--- config.mk ---
export PLATFORM = sky130hd
export DESIGN_NAME = swap_decode_regbank
export DESIGN_NICKNAME = d
export VERILOG_FILES = /design/src/rtl/swap_decode_regbank.sv
export SDC_FILE = /design/constraint.sdc
export NUM_CORES = 1
export LEC_CHECK = 0
export BUFFER_PORTS_ARGS = -buffer_cell sky130_fd_sc_hd__buf_2
export CAP_MARGIN = 15
export CORE_ASPECT_RATIO = 1.4
export CORE_MARGIN = 2
export CORE_UTILIZATION = 51
export DETAILED_ROUTE_END_ITERATION = 16
export PLACE_DENSITY = 0.88
export SLEW_MARGIN = 20
export SYNTH_ARGS = -nofsm -noshare
export SYNTH_HDL_FRONTEND = slang
export SYNTH_SLANG_ARGS = --single-unit
--- constraint.sdc ---
create_clock -name ph1 -period 1.51 [get_ports ph1]
set_input_delay 0.151 -clock ph1 [delete_from_list [all_inputs] [get_ports ph1]]
set_output_delay 0.151 -clock ph1 [all_outputs]
set_load 0.02 [all_outputs]
--- src/rtl/swap_decode_regbank.sv ---
`default_nettype none
// ============================================================================
// Module   : swap_decode_regbank
// Brief    : 2-way swap crossbar, 2-to-4 decoders and a 4-entry data/valid
//            register bank built from enabled, async-reset registers.
// Revision : 1.0 - initial release
// ============================================================================

module swap_decode_regbank_flopenr #(
  parameter int WIDTH = 32
) (
  input  logic             clk,
  input  logic             rst_n,
  input  logic             i_en,
  input  logic [WIDTH-1:0] i_d,
  output logic [WIDTH-1:0] o_q
);
  logic [WIDTH-1:0] r_q;

  always_ff @(posedge clk or negedge rst_n) begin
    if (!rst_n)    r_q <= '0;
    else if (i_en) r_q <= i_d;
  end

  assign o_q = r_q;
endmodule

module swap_decode_regbank_dec2 (
  input  logic [1:0] i_sel,
  output logic [3:0] o_onehot
);
  assign o_onehot = 4'b0001 << i_sel;
endmodule

module swap_decode_regbank_cmux2 #(
  parameter int WIDTH = 32
) (
  input  logic             i_swap,
  input  logic [WIDTH-1:0] i_a,
  input  logic [WIDTH-1:0] i_b,
  output logic [WIDTH-1:0] o_y0,
  output logic [WIDTH-1:0] o_y1
);
  assign o_y0 = i_swap ? i_b : i_a;
  assign o_y1 = i_swap ? i_a : i_b;
endmodule

module swap_decode_regbank #(
  parameter int WIDTH = 32
) (
  input  logic             ph1,
  input  logic             reset,
  input  logic             swc,
  input  logic [WIDTH-1:0] a,
  input  logic [WIDTH-1:0] b,
  output logic [WIDTH-1:0] y0,
  output logic [WIDTH-1:0] y1,
  input  logic             wr,
  input  logic [1:0]       wptr,
  input  logic [WIDTH-1:0] wdata,
  input  logic             rd,
  input  logic [1:0]       rptr,
  output logic [3:0]       wsel,
  output logic [3:0]       rsel,
  output logic [WIDTH-1:0] rdata,
  output logic             rvalid,
  output logic [3:0]       valid
);
  logic [WIDTH-1:0] w_data [4];
  logic [3:0]       w_valid;
  logic [3:0]       w_wsel;
  logic [3:0]       w_rsel;

  swap_decode_regbank_cmux2 #(.WIDTH(WIDTH)) u_cmux2 (
    .i_swap (swc),
    .i_a    (a),
    .i_b    (b),
    .o_y0   (y0),
    .o_y1   (y1)
  );

  swap_decode_regbank_dec2 u_wdec (.i_sel(wptr), .o_onehot(w_wsel));
  swap_decode_regbank_dec2 u_rdec (.i_sel(rptr), .o_onehot(w_rsel));

  // Valid D is the write term alone, so a same-entry write/release keeps valid set.
  for (genvar i = 0; i < 4; i++) begin : g_entry
    logic w_wen;
    logic w_ven;
    assign w_wen = wr & w_wsel[i];
    assign w_ven = w_wen | (rd & w_rsel[i]);

    swap_decode_regbank_flopenr #(.WIDTH(WIDTH)) u_data (
      .clk   (ph1),
      .rst_n (reset),
      .i_en  (w_wen),
      .i_d   (wdata),
      .o_q   (w_data[i])
    );

    swap_decode_regbank_flopenr #(.WIDTH(1)) u_valid (
      .clk   (ph1),
      .rst_n (reset),
      .i_en  (w_ven),
      .i_d   (w_wen),
      .o_q   (w_valid[i])
    );
  end

  assign wsel   = w_wsel;
  assign rsel   = w_rsel;
  assign valid  = w_valid;
  assign rdata  = w_data[rptr];
  assign rvalid = w_valid[rptr];
endmodule

`default_nettype wire

Word-level counts from Yosys, hierarchy flattened
Cells that the tools add are included.
{ "totals": {"out_inout_bits": 109, "wordCells": 32, "register_bits": 132, "inputBits": 105} }
{ "classes": {"mux": 7, "n_lt_le_gt_ge": 2, "shift": 2, "bitwise_logic": 13} }
{ "ops": {"columns": ["cell", "n"], "rows": [
  ["32-bit two-way mux", 4],
  ["32-bit binary-select mux with 2-bit select", 1],
  ["1-bit AND", 8],
  ["1-bit by 2-bit left shift with 4-bit output, first input constant", 2],
  ["1-bit OR", 4],
  ["3-bit greater-or-equal comparator, second input constant", 1],
  ["2-bit by 3-bit < comparator with 1-bit output, second input constant", 1],
  ["2-bit NOT with 3-bit output", 1],
  ["1-bit binary-select mux with 2-bit select", 1],
  ["1-bit two-way mux", 1]
]} }

Logic depth before layout (Yosys ltp)
Gate-level depths: netlist of the first run.
{ "depth": {"ltp_word": 4, "mapped_depth": 4, "ltp_nobuf": 2} }

By module
A second synthesis of the first run with hierarchy kept.
{ "unflattened": {"hier_cells": 408, "area_unflattened_um2": 7574.8} }
{ "modules_own_cells": {"columns": ["module", "area_each_um2", "seq_area_each_um2", "cells_each", "n_inst"], "rows": [
  ["swap_decode_regbank_flopenr at g_entry[0].u_data ...", 1345.0, 800.8, 68, 4],
  ["swap_decode_regbank_cmux2", 1077.3, 0.0, 71, 1],
  ["swap_decode_regbank", 904.6, 0.0, 49, 1],
  ["swap_decode_regbank_flopenr at g_entry[0].u_valid ...", 40.0, 25.0, 2, 4],
  ["swap_decode_regbank_dec2", 26.3, 0.0, 4, 2]
]} }

Least setup slack after synthesis of the first run
OpenSTA, ideal clock, no wires.
{ "synth_timing": {"path_kind": "input port to output port", "from": "input port rptr[0]", "to": "output port rdata[10]", "path_slack_ps": 184, "n_path_buf": 2, "path_stages": 3, "arrival_ps": 1175, "required_time_ps": 1359, "cell_sequence": "buf_2 buf_2 mux4_2"} }
{ "synth_between": {"elab_chain_len": 4} }
{ "synth_lines": {"columns": ["item", "line_no", "rtl"], "rows": [
  ["from (decl)", "62", "input logic [1:0] rptr,"],
  ["2-bit NOT with 3-bit output (implied by the code)", "112", "assign rdata = w_data[rptr];"],
  ["32-bit binary-select mux with 2-bit select", "112", null],
  ["32-bit two-way mux (implied by the code) (2 in a row)", "112", null],
  ["to (decl)", "65", "output logic [WIDTH-1:0] rdata,"]
]} }
No other way between the ends. The select of a mux whose other input is x is not followed.

Worst setup path after layout of the first run
{ "layout_timing": {"from": "register g_entry[3].u_data.r_q[13]", "to": "output port rdata[13]"} }
{ "layout_between": {"elab_chain_len": 3} }
{ "layout_lines": {"columns": ["item", "line_no", "rtl"], "rows": [
  ["from (decl)", "18", "logic [WIDTH-1:0] r_q;"],
  ["from (signal assigned)", "22", "else if (i_en) r_q <= i_d;"],
  ["32-bit binary-select mux with 2-bit select", "112", null],
  ["32-bit two-way mux (implied by the code) (2 in a row)", "112", null]
]} }
No other way between the ends. The select of a mux whose other input is x is not followed.

==> results of run 1 <==
-- registers in the layout, summed over array words and instances (netlist names) --
name                 flops
g_entry.u_valid.o_q      4
g_entry.u_data.o_q     128
-- final timing paths --
path,endpoint,cells after the start
worst max-delay path,rdata[13],2
worst min-delay path,g_entry[0].u_data.o_q[28],2
worst max register to register,g_entry[3].u_data.o_q[31],3
worst min register to register,g_entry[1].u_data.o_q[22],1
max in group asynchronous,g_entry[1].u_data.o_q[24],3
min in group asynchronous,g_entry[3].u_data.o_q[8],2
-- worst max-delay path, cell delays in order (launching register included) --
cell and delay [ns]:
dfrtp_1 0.40, mux4_2 0.51, buf_6 0.16
-- cell usage in the layout, fill, tap and decap left out, types with 7 or more instances in the layout --
cell type / Yosys / final
dfrtp_1: 132 / 132
mux4_2: 33 / 33
buf_6: 3 / 33
clkbuf_16: 0 / 17
buf_12: 0 / 12
inv_6: 0 / 7
buf_4: 9 / 31
mux2_2: 192 / 192
buf_2: 14 / 179
-- cell type report --
class                   count  area, µm²
fillers                   821       3800
flip-flops and latches    132       3300
multi-input cells         245       3070
repair buffers            258       1770
clock buffers              17        425
well taps                 153        191
clock inverters            15        190
-- cell families (layout without fill, tap and decap cells) --
logic type | after synthesis | after routing | synth area share
multiplexers | 225 | 225 | 0.438
flip-flops | 132 | 132 | 0.498
buffers and inverters | 35 | 290 | 0.0400
AND/OR/NAND/NOR | 16 | 16 | 0.0191
AO/OA/AOI/OAI | 4 | 4 | 0.00509
-- stage by stage --
step / utilization / hold slack, ns / setup slack (ns) / power, mW
global route: 0.702 / 0.00528 / -0.140 / 12.5
CTS: 0.696 / 0.00342 / -0.106 / 12.0
detailed placement: 0.620 / 0.108 / 0.104 / 7.28
global placement: 0.620 / 0.0906 / 0.108 / 7.09
finish: 0.702 / 0.0180 / -0.113 / 12.0
floorplan: - / -0.145 / 0.184 / 6.30
-- metal layers --
layer  track usage  vias up  routed length, µm
li1              -     2036                  -
met3        0.0706       43               1170
met1         0.266     2415               6220
met2         0.462      213               9660
met5             0        -                  0
met4        0.0966        0                563
-- what timing repair did --
item / in CTS / in global routing
resized for setup: 66 / 0
hold endpoints to repair: 26 / 0
buffers inserted: 15 / 10
hold buffers: 3 / 0
setup endpoints to repair: 33 / 33
-- report_power, final --
part | internal (mW) | switching [mW]
clock | 2.64 | 1.66
combinational | 1.77 | 1.39
sequential | 4.21 | 0.375
==> metrics.txt, run 1 <==
Vert. Die Dim roughly 140 µm; Clock transition at path regs around 0.06 ns; Clock Tree Root clkbuf_16; Post-synth ARST share 1.00; final max-slew violation count 0; Post-Syn Area roughly 6600 µm²; Worst Path Arrival between 1 and 1.5 ns; fin area ~9000 µm²; Starting Density 0.520; maxcap violations 0; fmax 616 MHz; Setup crit start g_entry[3].u_data.o_q[13]; WL per Instance ~21 µm; min-delay worst type primary input to flip-flop; top cell type by total area after synthesis dfrtp_1; Lkg Pwr 4.11 nW; FF+latch count, synth 132; Die ar. 13900 µm²; synthesized area per cell ~16 µm²; Worst VDD drop roughly 0.0014 V; initial drt markers approximately 130; CTS Buffer Depth 2; drt via density 5.74; Clock Skew 0 ns; PnR worst setup slack -0.113 ns; largest net degree at the start of global routing 49; Worst slew margin 0.727; row cnt 49; crit start category flip-flop; sequential share of the synthesized area 0.498; top cell type's share of synthesized area 0.498; post-route clock period utilization 1.07; Post-synth EDFFs 0; Top FF cell, synth dfrtp_1; CP Max Fanout 2; Ys Warns 0; GRT Total Usage 0.251; Final TNS setup -2.09 ns; GP Congestion roughly 0.75; most instantiated cells after synthesis mux2_2 (192), dfrtp_1 (132), mux4_2 (33), buf_2 (14), buf_4 (9); post-synthesis cell count 412; vias in the first global route roughly 5000; Yosys cell types 20; fin cells 820; Final setup viols 33; insertion delay to the later sink of the worst-skew pair roughly 0.40 ns; fin crit period 1.62 ns; crit path kind flip-flop to primary output; clock sink count about 130; pwr dens between 1000 and 1500 nW/µm²; CTS tree done; status finished, violations left; RSZ-0062 raised after global routing yes; failing checks negative setup slack; Reg-to-Reg Start g_entry[3].u_data.o_q[31]; count leader, synth mux2_2; # DRC 0; Placed Cells incl. Taps 760; WL final around 18000 µm; Top-Level Pins 214; worst hold start wdata[28]; worst-margin pin slew 0.409 ns; fraction of layout cells with a size suffix above 1 0.778; largest cells by area after synthesis dfrtp_1 (50%), mux2_2 (33%), mux4_2 (11%), clkbuf_8 (1.2%), buf_2 (1.1%); # H-tree levels 4; Worst Path Required around 1.4 ns; Final #Nets about 760; Routed Antenna Nets 0; Antenna diodes 0; Die Width 100 µm; first-pass GRT wire length between 20000 and 30000 µm; r2r setup slk between 0.4 and 0.5 ns; Post-Syn Nets between 500 and 600; Worst setup EP type primary output; final hold violations 0; via count 4707; initial antenna violation count 1; TritonCTS Buffers 17; core area 12800 µm²; P&R area growth vs syn 34.9%; I/O Buffers approximately 210; Final HPWL DP 12000 µm; Detailed Routing Iterations Pass 1 4; Area after DPL around 8000 µm²; gr ovfl total 0
Note: power is estimated with default switching activity, not from simulation.
==> run 2, diff against run 1 <==
CORE_UTILIZATION = 40   (was 51)
GPL_TIMING_DRIVEN = 0   (was unset)
PLACE_DENSITY = 0.73   (was 0.88)
==> run 2 against run 1 <==
Via count shrank 2.2%. Fmax grew 0.81%. Core utilization shrank 15 points. Critical path type unchanged. The run still ends with negative setup slack left. Worst hold slack lost 0.0092 ns. Final area shrank 0.57%. Clock skew is the same. First-iteration DRC count grew 36%. Setup slack gained 0.013 ns. Cell count grew 5.7%. Combinational power shrank 2%. Clock power shrank 2%.
==> metrics.txt, run 2 (synthesis results as in run 1) <==
status finished, violations left (unchanged); failing checks negative setup slack (unchanged); Hold Slack 0.00880 ns (was 0.0180 ns); Vert. Die Dim 156 µm (was 139 µm); vias in the first global route 5165 (was 5017); fin crit period 1.61 ns (was 1.62 ns); Final setup viols 33 (unchanged); crit path kind flip-flop to primary output (unchanged); TritonCTS Buffers 17 (unchanged); Design Power 11.8 mW (was 12.0 mW); Routed Antenna Nets 0 (unchanged); fmax 621 MHz (was 616 MHz); P&R area growth vs syn 34.2% (was 34.9%); # fillers 1328 (was 821); Worst Path Required 1.36 ns (about the same); Die ar. 17600 µm² (was 13900 µm²); row cnt 55 (was 49); CTS tree done (unchanged); Detailed Routing Iterations Pass 1 4 (unchanged); first-pass GRT wire length 28900 µm (was 26200 µm); final hold violations 0 (unchanged); core area 16200 µm² (was 12800 µm²); Die Width 113 µm (was 100 µm); maxcap violations 0 (unchanged); post-route clock period utilization 1.07 (about the same); clock sink count 132 (unchanged); Worst slew margin 0.690 (was 0.727); largest net degree at the start of global routing 89 (was 49); gr ovfl total 0 (unchanged); RSZ-0062 raised after global routing yes (unchanged); Worst Path Arrival 1.46 ns (was 1.47 ns); initial drt markers 180 (was 132); Worst VDD drop 0.000756 V (was 0.00137 V); commonest non-fill, non-tap cell in the layout mux2_2 (unchanged); GP Congestion 0.939 (was 0.746); Clock Skew 0 ns (unchanged); WL per Instance 21.9 µm (was 21.5 µm); initial antenna violation count 1 (unchanged); pwr dens 1330 nW/µm² (was 1340 nW/µm²); dpl ws -0.149 ns (was 0.104 ns); final max-slew violation count 0 (unchanged); min-delay worst type primary input to flip-flop (unchanged); I/O Buffers 208 (was 213); CP Max Fanout 2 (unchanged); Final HPWL DP 14200 µm (was 12000 µm); # H-tree levels 4 (unchanged); CP bufs+invs 1 (unchanged); Antenna diodes 0 (unchanged); WL final 19000 µm (was 17600 µm); insertion delay to the later sink of the worst-skew pair 0.40 ns (about the same); Final #Nets 760 (was 759); max reg flops 128 (unchanged); via count 4605 (was 4707); fraction of layout cells with a size suffix above 1 0.774 (was 0.778); CP delay by family, top multiplexers (unchanged); PnR worst setup slack -0.100 ns (was -0.113 ns); crit start category flip-flop (unchanged); max incr delay on CP 0.51 ns (about the same); Clock transition at path regs 0.07 ns (was 0.06 ns); commonest non-fill, non-tap cells in the layout mux2_2 (192), buf_2 (188), dfrtp_1 (132) (was mux2_2 (192), buf_2 (179), dfrtp_1 (132)); GRT Total Usage 0.217 (was 0.251); Clock Tree Root clkbuf_16 (unchanged); worst-margin pin slew 0.464 ns (was 0.409 ns); CP max-delay cell mux4_2 (unchanged); # DRC 0 (unchanged); Starting Density 0.410 (was 0.520); drt via density 5.31 (was 5.74); Top-Level Pins 214 (unchanged); worst-path cell chain mux4_2, buf_6 (unchanged); CTS Buffer Depth 2 (unchanged); Worst setup EP type primary output (unchanged); Lkg Pwr 4.07 nW (was 4.11 nW)
run 2: changes by cell type in the layout (fill, tap and decap cells not counted), moves of 2 or more:
cell,previous run,this run
buf_6,33,38
buf_4,31,22
clkinv_4,0,2
clkinv_2,1,3
inv_6,7,3
buf_12,12,0
clkbuf_8,0,6
buf_2,179,188
run 2: where the power goes:
group | total, mW | switching, mW | internal [mW]
clock network | 4.20 | 1.58 | 2.62
registers | 4.54 | 0.331 | 4.21
logic | 3.09 | 1.39 | 1.70
run 2: area by class of cell:
type	instances	area (µm²)	area share
timing repair buffer	224	1410	0.158
sequential	132	3300	0.371
tap	199	249	0.0280
clock buffer	18	429	0.0482
buffer	35	270	0.0304
clock inverter	14	175	0.0197
multi-input combinational	245	3070	0.344
run 2: worst paths after layout:
| path | start | to | cells past startpoint | slack [ns] |
|---|---|---|---|---|
| worst min register to register | g_entry[2].u_data.o_q[23] | g_entry[2].u_data.o_q[23] | 1 | 0.50 |
| max in group asynchronous | reset | g_entry[2].u_data.o_q[25] | 3 | 0.49 |
| worst max register to register | g_entry[3].u_data.o_q[13] | g_entry[3].u_data.o_q[13] | 3 | 0.51 |
| worst min-delay path | wdata[5] | g_entry[2].u_data.o_q[5] | 2 | 0.009 |
| min in group asynchronous | reset | g_entry[2].u_data.o_q[13] | 2 | 0.23 |
| worst max-delay path | g_entry[3].u_data.o_q[21] | rdata[21] | 2 | -0.10 |
run 2: stage by stage:
stage,instances,utilization,cell area (µm²),TNS (ns)
floorplan,412,-,6630,0
global placement,819,0.490,7920,-167.09
CTS,861,0.547,8850,-2.50
global route,867,0.550,8900,-3.43
finish,867,0.550,8900,-2.03
detailed placement,820,0.492,7960,-2.41
run 2: layer usage:
metal,GRT usage,part of all wire,wire length [µm]
met1,0.221,0.34,6490
met2,0.404,0.54,10200
met3,0.0670,0.082,1560
met4,0.0958,0.038,718
met5,0,0,0
run 2: what timing repair did:
| item | 4_1_cts | 5_1_grt |
|---|---|---|
| endpoints found under the setup margin | 33 | 33 |
| gates resized for setup | 69 | 2 |
| setup buffers | 6 | 6 |
| gates cloned | 0 | 0 |
| endpoints found under the hold margin | 46 | 0 |
| hold buffers | 3 | 0 |
==> run 3, diff against run 2 <==
clock period = 1.8 ns   (was 1.51 ns; I/O delays follow)
==> run 3 against run 2 <==
The run now ends clean. Power fell by 19%. Die area is the same. Global-route usage down 0.15 points. Register-to-register slack better by 0.51 ns.
==> metrics.txt, run 3 (synthesis results as in run 1) <==
switching power 2.70 mW (was 3.30 mW); Routed Antenna Nets 0 (unchanged); Hold Slack 0.0373 ns (was 0.00880 ns); vias in the first global route 5161 (was 5165); fin cells 854 (was 867); Worst slew margin 0.498 (was 0.690); TritonCTS Buffers 17 (unchanged); Clock power frac 0.368 (was 0.355); Vert. Die Dim 156 µm (unchanged); # resized after CTS 0 (was 69); PnR worst setup slack 0.112 ns (was -0.100 ns); CTS Buffer Depth 2 (unchanged); Clock Skew 0 ns (unchanged); met1 GRT Util 0.219 (was 0.221); clock sink count 132 (unchanged); fmax 592 MHz; fin crit period ~1.7 ns; GP Congestion 0.939 (unchanged); Die ar. 17600 µm² (unchanged); P&R area growth vs syn 29.3% (was 34.2%); initial drt markers 177 (was 180); final hold violations 0 (unchanged); Worst setup EP type primary output (unchanged); Starting Density 0.410 (unchanged); max reg flops 128 (unchanged); Lkg Pwr 3.93 nW (was 4.07 nW); maxcap violations 0 (unchanged); # H-tree levels 4 (unchanged); Final #Nets 746 (was 760); fin area 8570 µm² (was 8900 µm²); combinational share of power 0.234 (was 0.261); commonest non-fill, non-tap cell in the layout buf_2 (was mux2_2); WL per Instance 21.8 µm (was 21.9 µm); Power Internal 6.87 mW (was 8.52 mW); initial antenna violation count 2 (was 1); first-pass GRT wire length 28700 µm (was 28900 µm); WL final 18700 µm (was 19000 µm); # DRC 0 (unchanged); final core utilization 0.530 (was 0.550); met2 usage 0.405 (was 0.404); pwr dens 1120 nW/µm² (was 1330 nW/µm²); CP Max Fanout 10 (was 2); worst-margin pin slew 0.754 ns (was 0.464 ns); Switching Fraction 0.282 (was 0.279); sequential power share 0.398 (was 0.384); Final HPWL DP 14200 µm (unchanged); crit path kind primary input to primary output (was flip-flop to primary output); Worst Path Arrival 1.51 ns (was 1.46 ns); largest net degree at the start of global routing 89 (unchanged); routing usage on met3 0.0651 (was 0.0670); Worst VDD drop 0.000557 V (was 0.000756 V); Clock transition at path regs 0.07 ns (about the same); dpl ws 0.0831 ns (was -0.149 ns); I/O Buffers 208 (unchanged); commonest non-fill, non-tap cells in the layout buf_2 (221), mux2_2 (192), dfrtp_1 (132) (was mux2_2 (192), buf_2 (188), dfrtp_1 (132)); Top Usage Layer GRT met2 (unchanged); final max-slew violation count 0 (unchanged); crit start category primary input (was flip-flop); core area 16200 µm² (unchanged); min-delay worst type primary input to flip-flop (unchanged); via count 4553 (was 4605); drt via density 5.33 (was 5.31); Design Power 9.58 mW (was 11.8 mW); fraction of layout cells with a size suffix above 1 0.769 (was 0.774); Die Width 113 µm (unchanged); status completed (was finished, violations left); insertion delay to the later sink of the worst-skew pair 0.40 ns (about the same); row cnt 55 (unchanged); Clock Tree Root clkbuf_16 (unchanged); GRT Total Usage 0.216 (was 0.217); Area after DPL 7960 µm² (unchanged); Worst Path Required 1.62 ns (was 1.36 ns); post-route clock period utilization 0.938; RSZ-0062 raised after global routing no (was yes); CTS tree done (unchanged); gr ovfl total 0 (unchanged); Final TNS setup 0 ns (was -2.03 ns); Final setup viols 0 (was 33); Top-Level Pins 214 (unchanged); Detailed Routing Iterations Pass 1 4 (unchanged); # fillers 1359 (was 1328); Placed Cells incl. Taps 820 (unchanged)
[run 3: changes by cell type in the layout (fill, tap and decap cells not counted)]
cell / delta
dlygate4sd3_1: -2
buf_2: +33
buf_4: -13
buf_1: +2
diode_2: +1
buf_6: -34
[run 3: critical path, cell delays in order]
cell and delay [ns]:
buf_2 0.13, buf_1 0.59, mux4_2 0.42, buf_2 0.18
[run 3: power by group through the flow]
stage,Clock [mW],Combinational (mW),Sequential [mW]
floorplan,0,1.54,3.75
global placement,0,2.20,3.79
detailed placement,0,2.27,3.86
CTS,3.59,2.28,3.81
global route,3.73,2.40,3.88
finish,3.52,2.24,3.81
[run 3: timing repair]
item                                   in CTS  in global routing
buffers inserted                            0                  0
hold buffers                                1                  0
endpoints found under the hold margin      44                  0
[run 3: metal layers]
layer | wire [µm] | vias up
met2 | 10100 | 204
met1 | 6310 | 2313
li1 | - | 2003
met5 | 0 | -
met4 | 635 | 0
met3 | 1560 | 33
[run 3: worst paths after layout]
kind / slack (ns) / start / depth (start not counted) / end
min in group asynchronous: 0.25 / reset / 2 / g_entry[2].u_data.o_q[13]
worst min-delay path: 0.04 / wdata[4] / 2 / g_entry[0].u_data.o_q[4]
worst max register to register: 1.02 / g_entry[3].u_data.o_q[26] / 1 / g_entry[3].u_data.o_q[26]
max in group asynchronous: 0.76 / reset / 3 / g_entry[2].u_data.o_q[25]
worst min register to register: 0.50 / g_entry[2].u_data.o_q[23] / 1 / g_entry[2].u_data.o_q[23]
worst max-delay path: 0.11 / rptr[1] / 4 / rdata[14]
[run 3: final cells by class]
cell class | instances | area [µm²] | area share
multi-input cells | 245 | 3070 | 0.358
well taps | 199 | 249 | 0.0290
diodes | 1 | 2.50 | 0.000292
clock inverters | 14 | 175 | 0.0204
plain buffers | 35 | 265 | 0.0309
flip-flops and latches | 132 | 3300 | 0.385
repair buffers | 210 | 1080 | 0.127
clock buffers | 18 | 429 | 0.0501
